--- config.mk ---
export PLATFORM = sky130hd
export DESIGN_NAME = lcd_bus_decoder
export DESIGN_NICKNAME = d
export VERILOG_FILES = /design/src/rtl/lcd_pkg.sv /design/src/rtl/lcd_strobe_sync.sv /design/src/rtl/lcd_bus_decoder.sv
export SDC_FILE = /design/constraint.sdc
export NUM_CORES = 1
export LEC_CHECK = 0
export BUFFER_PORTS_ARGS = -buffer_cell sky130_fd_sc_hd__clkbuf_2
export CORE_MARGIN = 4
export CORE_UTILIZATION = 43
export CTS_CLUSTER_DIAMETER = 150
export DETAILED_ROUTE_END_ITERATION = 6
export GPL_ROUTABILITY_DRIVEN = 0
export PLACE_DENSITY = 0.7
export SYNTH_ARGS = -nofsm -noshare
export SYNTH_HDL_FRONTEND = slang
export SYNTH_SLANG_ARGS = --single-unit
--- constraint.sdc ---
create_clock -name CLK -period 2.1 [get_ports CLK]
set_input_delay 0.42 -clock CLK [delete_from_list [all_inputs] [get_ports CLK]]
set_output_delay 0.42 -clock CLK [all_outputs]
set_load 0.02 [all_outputs]
--- src/rtl/lcd_pkg.sv ---
//------------------------------------------------------------------------------
// lcd_pkg : shared constants, FSM state type and DDRAM address stepping
// Revision: 1.0
//------------------------------------------------------------------------------
`timescale 1ns/1ps
`default_nettype none

package lcd_pkg;

  localparam logic [7:0] CMD_CLEAR     = 8'h01;
  localparam logic [7:0] CMD_HOME      = 8'h02;
  localparam logic [7:0] CMD_ENTRY     = 8'h04;
  localparam logic [7:0] CMD_DDRAM     = 8'h80;
  localparam logic [3:0] NIB_FUNC_4BIT = 4'h2;
  localparam logic [6:0] LINE0_END     = 7'h27;
  localparam logic [6:0] LINE1_BASE    = 7'h40;
  localparam logic [6:0] LINE1_END     = 7'h67;

  typedef enum logic [1:0] {
    ST_IDLE8 = 2'd0,
    ST_HI    = 2'd1,
    ST_LO    = 2'd2
  } lcd_state_e;

  // Next DDRAM address after a character write; the hole between lines jumps to line 1.
  function automatic logic [6:0] step_addr(input logic [6:0] addr, input logic inc);
    if (inc) begin
      if (addr >= LINE1_END) return 7'h00;
      if (addr >= LINE0_END && addr < LINE1_BASE) return LINE1_BASE;
      return addr + 7'd1;
    end
    if (addr == 7'h00) return LINE1_END;
    if (addr == LINE1_BASE) return LINE0_END;
    return addr - 7'd1;
  endfunction

endpackage

`default_nettype wire

--- src/rtl/lcd_strobe_sync.sv ---
//------------------------------------------------------------------------------
// lcd_strobe_sync : synchronises LCD_E/LCD_D, holds the last D seen with E high
//                   and flags the falling edge of the synchronised strobe
// Revision: 1.0
//------------------------------------------------------------------------------
`timescale 1ns/1ps
`default_nettype none

module lcd_strobe_sync #(
  parameter int SYNC_STAGES = 2
) (
  input  logic       CLK,
  input  logic       RST_N,
  input  logic       LCD_E,
  input  logic [4:0] LCD_D,
  output logic       fall,
  output logic [4:0] nib_rs
);

  logic [5:0] r_sync [SYNC_STAGES];
  logic       r_e_prev;
  logic [4:0] r_hold;
  logic       w_e_synced;

  assign w_e_synced = r_sync[SYNC_STAGES-1][5];

  always_ff @(posedge CLK or negedge RST_N) begin
    if (!RST_N) begin
      for (int i = 0; i < SYNC_STAGES; i++) r_sync[i] <= '0;
      r_e_prev <= 1'b0;
      r_hold   <= '0;
    end else begin
      r_sync[0] <= {LCD_E, LCD_D};
      for (int i = 1; i < SYNC_STAGES; i++) r_sync[i] <= r_sync[i-1];
      r_e_prev <= w_e_synced;
      // The nibble is captured while E is high so post-fall bus changes are ignored.
      if (w_e_synced) r_hold <= r_sync[SYNC_STAGES-1][4:0];
    end
  end

  assign fall   = r_e_prev & ~w_e_synced;
  assign nib_rs = r_hold;

endmodule

`default_nettype wire

--- src/rtl/lcd_bus_decoder.sv ---
//------------------------------------------------------------------------------
// lcd_bus_decoder : passive HD44780 4-bit bus receiver; reassembles bytes,
//                   decodes cursor commands and emits character writes
// Revision: 1.0
//------------------------------------------------------------------------------
`timescale 1ns/1ps
`default_nettype none

module lcd_bus_decoder
  import lcd_pkg::*;
#(
  parameter int NIBBLE_TIMEOUT = 50000,
  parameter int SYNC_STAGES    = 2
) (
  input  logic       CLK,
  input  logic       RST_N,
  input  logic       LCD_E,
  input  logic [4:0] LCD_D,
  output logic       BYTE_VALID,
  output logic [7:0] BYTE,
  output logic       BYTE_RS,
  output logic       CHAR_WE,
  output logic [6:0] CHAR_ADDR,
  output logic [7:0] CHAR_DATA,
  output logic [6:0] CURSOR,
  output logic       MODE_4BIT,
  output logic       ERR
);

  localparam int c_TIMER_W = $clog2(NIBBLE_TIMEOUT + 1);
  localparam logic [c_TIMER_W-1:0] c_TIMEOUT = c_TIMER_W'(NIBBLE_TIMEOUT);

  logic                 w_fall;
  logic [4:0]           w_nib_rs;
  logic                 w_rs;
  logic [3:0]           w_nib;
  lcd_state_e           r_state;
  logic [3:0]           r_hi_nib;
  logic                 r_hi_rs;
  logic [c_TIMER_W-1:0] r_timer;
  logic                 r_dir_inc;

  lcd_strobe_sync #(.SYNC_STAGES(SYNC_STAGES)) u_sync (
    .CLK    (CLK),
    .RST_N  (RST_N),
    .LCD_E  (LCD_E),
    .LCD_D  (LCD_D),
    .fall   (w_fall),
    .nib_rs (w_nib_rs)
  );

  assign w_rs  = w_nib_rs[4];
  assign w_nib = w_nib_rs[3:0];

  always_ff @(posedge CLK or negedge RST_N) begin
    if (!RST_N) begin
      r_state    <= ST_IDLE8;
      r_hi_nib   <= '0;
      r_hi_rs    <= 1'b0;
      r_timer    <= '0;
      BYTE_VALID <= 1'b0;
      BYTE       <= '0;
      BYTE_RS    <= 1'b0;
      MODE_4BIT  <= 1'b0;
      ERR        <= 1'b0;
    end else begin
      BYTE_VALID <= 1'b0;
      case (r_state)
        ST_IDLE8: if (w_fall) begin
          BYTE_VALID <= 1'b1;
          BYTE       <= {w_nib, 4'h0};
          BYTE_RS    <= w_rs;
          if (!w_rs && w_nib == NIB_FUNC_4BIT) begin
            MODE_4BIT <= 1'b1;
            r_state   <= ST_HI;
          end
        end
        ST_HI: if (w_fall) begin
          r_hi_nib <= w_nib;
          r_hi_rs  <= w_rs;
          r_timer  <= '0;
          r_state  <= ST_LO;
        end
        ST_LO: begin
          if (w_fall) begin
            if (w_rs == r_hi_rs) begin
              BYTE_VALID <= 1'b1;
              BYTE       <= {r_hi_nib, w_nib};
              BYTE_RS    <= w_rs;
              r_state    <= ST_HI;
            end else begin
              // RS mismatch: resynchronise on this nibble as a fresh high half.
              ERR      <= 1'b1;
              r_hi_nib <= w_nib;
              r_hi_rs  <= w_rs;
              r_timer  <= '0;
            end
          end else if (r_timer == c_TIMEOUT) begin
            ERR     <= 1'b1;
            r_state <= ST_HI;
          end else begin
            r_timer <= r_timer + c_TIMER_W'(1);
          end
        end
        default: r_state <= ST_IDLE8;
      endcase
    end
  end

  always_ff @(posedge CLK or negedge RST_N) begin
    if (!RST_N) begin
      CURSOR    <= '0;
      r_dir_inc <= 1'b1;
    end else if (BYTE_VALID) begin
      if (BYTE_RS) begin
        CURSOR <= step_addr(CURSOR, r_dir_inc);
      end else if (BYTE == CMD_CLEAR) begin
        CURSOR    <= '0;
        r_dir_inc <= 1'b1;
      end else if (BYTE[7:1] == CMD_HOME[7:1]) begin
        CURSOR <= '0;
      end else if (BYTE[7:2] == CMD_ENTRY[7:2]) begin
        r_dir_inc <= BYTE[1];
      end else if ((BYTE & CMD_DDRAM) != 8'h00) begin
        CURSOR <= BYTE[6:0];
      end
    end
  end

  assign CHAR_WE   = BYTE_VALID & BYTE_RS;
  assign CHAR_ADDR = CURSOR;
  assign CHAR_DATA = BYTE;

endmodule

`default_nettype wire

==> metrics.txt <==
# TYPE chip_impl_metric gauge
chip_impl_info{name="outcome",value="finished with violations"} 1
chip_impl_info{name="violations_in_the_final_reports",value="negative setup slack"} 1
chip_impl_metric{name="core_region_area",unit="sq um"} 6940
chip_impl_metric{name="edff_count_synth",unit=""} 0
chip_impl_metric{name="ys_async_sr_fraction",unit=""} 1.00
chip_impl_metric{name="critPathMaxStageDelay",unit="ps"} 550
chip_impl_info{name="busiest_layer",value="met2"} 1
chip_impl_metric{name="cts_buffer_depth",unit=""} 2
chip_impl_metric{name="holdWs",unit="ps"} 83.3
chip_impl_metric{name="ys_types",unit=""} 60
chip_impl_metric{name="routed_wire_length_per_instance",unit="microns"} 14.1
chip_impl_info{name="synth.top_cells.by_count",value="sky130_fd_sc_hd__dfrtp_1, sky130_fd_sc_hd__nand2_1, sky130_fd_sc_hd__o21ai_0"} 1
chip_impl_metric{name="synth_seq_cells",unit=""} 61
chip_impl_metric{name="start_util",unit=""} 0.454
chip_impl_metric{name="drc",unit=""} 0
chip_impl_metric{name="tightestPinTransition",unit="ps"} 543
chip_impl_metric{name="number_of_vias_after_detailed_routing",unit=""} 2563
chip_impl_metric{name="critPathArrivalTime",unit="ps"} 1940
chip_impl_metric{name="synthCells",unit=""} 326
chip_impl_metric{name="cp.required",unit="ps"} 1680
chip_impl_metric{name="seq_power_share",unit=""} 0.355
chip_impl_metric{name="met3_usage",unit=""} 0.0459
chip_impl_info{name="worst_hold_path_type",value="in -> async"} 1
chip_impl_metric{name="place.port_buffers",unit=""} 42
chip_impl_metric{name="layoutNonFillerInstCount",unit=""} 471
chip_impl_info{name="netlist.top_cell.by_area",value="sky130_fd_sc_hd__dfrtp_1"} 1
chip_impl_metric{name="share_of_total_power_in_combinational_logic",unit=""} 0.372
chip_impl_metric{name="power.switching_fraction",unit=""} 0.388
chip_impl_metric{name="power_density",unit="nW/um^2"} 1260
chip_impl_metric{name="clock_sink_count",unit=""} 61
chip_impl_metric{name="internal_portion_of_total_power",unit="mW"} 2.89
chip_impl_metric{name="groute.layer.met1.usage",unit=""} 0.211
chip_impl_metric{name="finalSetupViolCount",unit=""} 1
chip_impl_metric{name="drt.antenna.violating_nets",unit=""} 0
chip_impl_metric{name="design_power_total",unit="mW"} 4.72
chip_impl_metric{name="synth_seq_area_share",unit=""} 0.484
chip_impl_metric{name="drt_pass1_iterations",unit=""} 4
chip_impl_metric{name="post_synth_instance_area",unit="sq um"} 3150
chip_impl_metric{name="layout-drive-gt1-share",unit=""} 0.264
chip_impl_metric{name="row_count",unit=""} 30
chip_impl_info{name="cts_root_buf",value="sky130_fd_sc_hd__clkbuf_8"} 1
chip_impl_metric{name="synthesized_net_count",unit=""} 338
chip_impl_info{name="crit_path_start_kind",value="flip-flop"} 1
chip_impl_metric{name="fillers",unit=""} 632
chip_impl_metric{name="globalRoute.totalOverflow",unit=""} 0
chip_impl_metric{name="synthesis_warning_total",unit=""} 0
chip_impl_info{name="critical-path-top-delay-family",value="simple AND/OR/NAND/NOR gates"} 1
chip_impl_metric{name="cellLeakagePower",unit="nW"} 1.66
chip_impl_info{name="rsz0062_at_grt",value="true"} 1
chip_impl_metric{name="cts-buffers-inserted",unit=""} 9
chip_impl_metric{name="antenna_found_initial",unit=""} 0
chip_impl_metric{name="dp_hpwl",unit="microns"} 4810
chip_impl_metric{name="layout.nets",unit=""} 382
chip_impl_metric{name="timing.clock.skew",unit="ps"} 6.70
chip_impl_metric{name="drt_first_iter_violations",unit=""} 130
chip_impl_metric{name="via_per_inst",unit=""} 5.44
chip_impl_metric{name="setup_tns_final",unit="ps"} -259
chip_impl_metric{name="slew_viol_final",unit=""} 0
chip_impl_metric{name="worst-path-max-fanout",unit=""} 4
chip_impl_metric{name="post_place_setup_slack",unit="ps"} 61.1
chip_impl_metric{name="detail_route.wirelength",unit="microns"} 6640
chip_impl_metric{name="final.min_clock_period",unit="ps"} 2360
chip_impl_metric{name="power.net_switching",unit="mW"} 1.83
chip_impl_metric{name="worst_skew_pair_latency",unit="ps"} 340
chip_impl_metric{name="critical_path_buf_inv_count",unit=""} 1
chip_impl_metric{name="die_width",unit="microns"} 93.6
chip_impl_metric{name="global_route_wire_length_before_repair",unit="microns"} 11400
chip_impl_metric{name="fin_ws",unit="ps"} -259
chip_impl_info{name="synth.most_common_cell",value="sky130_fd_sc_hd__dfrtp_1"} 1
chip_impl_info{name="synth_flop_cell",value="sky130_fd_sc_hd__dfrtp_1"} 1
chip_impl_metric{name="grt_start_max_net_pins",unit=""} 62
chip_impl_metric{name="cap_viol_max_count",unit=""} 0
chip_impl_metric{name="num_antenna_cells",unit=""} 0
chip_impl_metric{name="syn-mean-instance-area",unit="sq um"} 9.68
chip_impl_metric{name="grt_use_total",unit=""} 0.165
chip_impl_metric{name="final_area",unit="sq um"} 3730
chip_impl_metric{name="post-route-util",unit=""} 0.538
chip_impl_metric{name="portion_of_total_power_attributed_to_the_clock_network",unit=""} 0.273
chip_impl_metric{name="number_of_global_route_vias_before_repair",unit=""} 2424
chip_impl_metric{name="postPlaceCellArea",unit="sq um"} 3460
chip_impl_metric{name="clk_transition_reported_paths",unit="ps"} 70
chip_impl_info{name="slowest_stage",value="sky130_fd_sc_hd__or4_4"} 1
chip_impl_info{name="cp_cell_sequence",value="or4_4 -> a2111oi_4 -> o31ai_4 -> nor2_4 -> buf_8"} 1
chip_impl_metric{name="die_h",unit="microns"} 93.6
chip_impl_metric{name="cts_max_level",unit=""} 3
chip_impl_metric{name="top_cell_type_s_share_of_synthesized_area",unit=""} 0.476
chip_impl_metric{name="report.final.hold_viol_count",unit=""} 0
chip_impl_metric{name="vdd_ir_drop_max",unit="mV"} 0.601
chip_impl_metric{name="placed_cells",unit=""} 454
chip_impl_info{name="timing.critical_path.to_type",value="output pin"} 1
chip_impl_metric{name="grt_util_met2",unit=""} 0.265
chip_impl_metric{name="maxClockFrequency",unit="MHz"} 424
chip_impl_info{name="setup.worst_path.class",value="reg -> out"} 1
chip_impl_metric{name="area_growth",unit="%"} 18.4
chip_impl_info{name="cts_tree",value="yes"} 1
chip_impl_metric{name="post-route-period-util",unit=""} 1.12
chip_impl_metric{name="max-slew-margin-rel",unit=""} 0.638
chip_impl_metric{name="area_of_the_die",unit="sq um"} 8770
chip_impl_metric{name="num_io_pins",unit=""} 43
chip_impl_info{name="synth.top_cells.by_area",value="sky130_fd_sc_hd__dfrtp_1, sky130_fd_sc_hd__o21ai_0, sky130_fd_sc_hd__nand2_1, sky130_fd_sc_hd__buf_4, sky130_fd_sc_hd__mux2_2"} 1
==> power groups by stage <==
stage / registers [mW] / logic, mW / clock network, mW
floorplan: 1.80 / 1.15 / 0
global placement: 1.68 / 1.72 / 0
detailed placement: 1.69 / 1.76 / 0
CTS: 1.68 / 1.77 / 1.31
global route: 1.72 / 1.94 / 1.37
finish: 1.68 / 1.76 / 1.29
==> layout by cell type (no fill, tap or decap), drive strengths merged, types with 3 or more instances in the layout <==
| master | count |
|---|---|
| o211ai | 5 |
| o21ai | 33 |
| nor2b | 6 |
| xor2 | 5 |
| nor3 | 7 |
| bufinv | 3 |
| o31ai | 4 |
| a21oi | 16 |
| nand2b | 5 |
| buf | 22 |
| clkbuf | 52 |
| ha | 4 |
| or3 | 3 |
| mux2 | 9 |
| a211oi | 3 |
| a211o | 3 |
| inv | 13 |
| nand3 | 9 |
| a31oi | 10 |
| nand4 | 4 |
| nand2 | 35 |
| nor2 | 24 |
| dfrtp | 60 |
==> cell type report <==
class | instances | area, sq um | share of cell area
sequential | 61 | 1530 | 0.410
multi-input combinational | 223 | 1400 | 0.375
timing repair buffer | 63 | 390 | 0.105
clock buffer | 11 | 141 | 0.0379
tap | 96 | 120 | 0.0322
clock inverter | 5 | 106 | 0.0285
inverter | 12 | 45.0 | 0.0121
==> metal layers <==
metal  vias up  share of wire
met4         0          0.016
met2        60           0.49
met1      1247           0.45
met3        10          0.048
met5         -              0
li1       1246              -
==> repair_timing <==
action | 4_1_cts | 5_1_grt
hold endpoints to repair | 0 | 0
setup buffers | 0 | 1
setup endpoints to repair | 1 | 2
hold buffers | 0 | 0
resized for setup | 3 | 1
==> kinds of logic after synthesis <==
logic type	share of synthesized area
multiplexers	0.0353
XOR/XNOR	0.0167
AO/OA/AOI/OAI	0.183
buffers and inverters	0.0766
adder cells (fa/ha/maj)	0.0159
AND/OR/NAND/NOR	0.188
flip-flops	0.484
==> path summary, 6_finish.rpt <==
path                                          to             start  slack [ps]  cells after the start
worst max register to register      CHAR_ADDR[6]      CHAR_ADDR[0]         150                      7
worst min register to register  u_sync.r_sync[2]  u_sync.r_sync[8]         350                      0
worst min-delay path                  r_timer[1]             RST_N          80                      2
worst max-delay path                     CHAR_WE           BYTE[5]        -260                      5
max in group asynchronous              r_dir_inc             RST_N        1720                      2
min in group CLK                u_sync.r_sync[7]          LCD_D[1]         180                      1
==> flip-flops by register name (all words and copies together), names as in the netlist <==
name	flops
r_timer	16
r_dir_inc	1
BYTE_VALID	1
u_sync.r_sync	12
MODE_4BIT	1
CHAR_ADDR	7
BYTE_RS	1
u_sync.nib_rs	5
r_hi_rs	1
r_state	2
BYTE	8
ERR	1
u_sync.r_e_prev	1
r_hi_nib	4
Power figures use the tool's default switching activity.
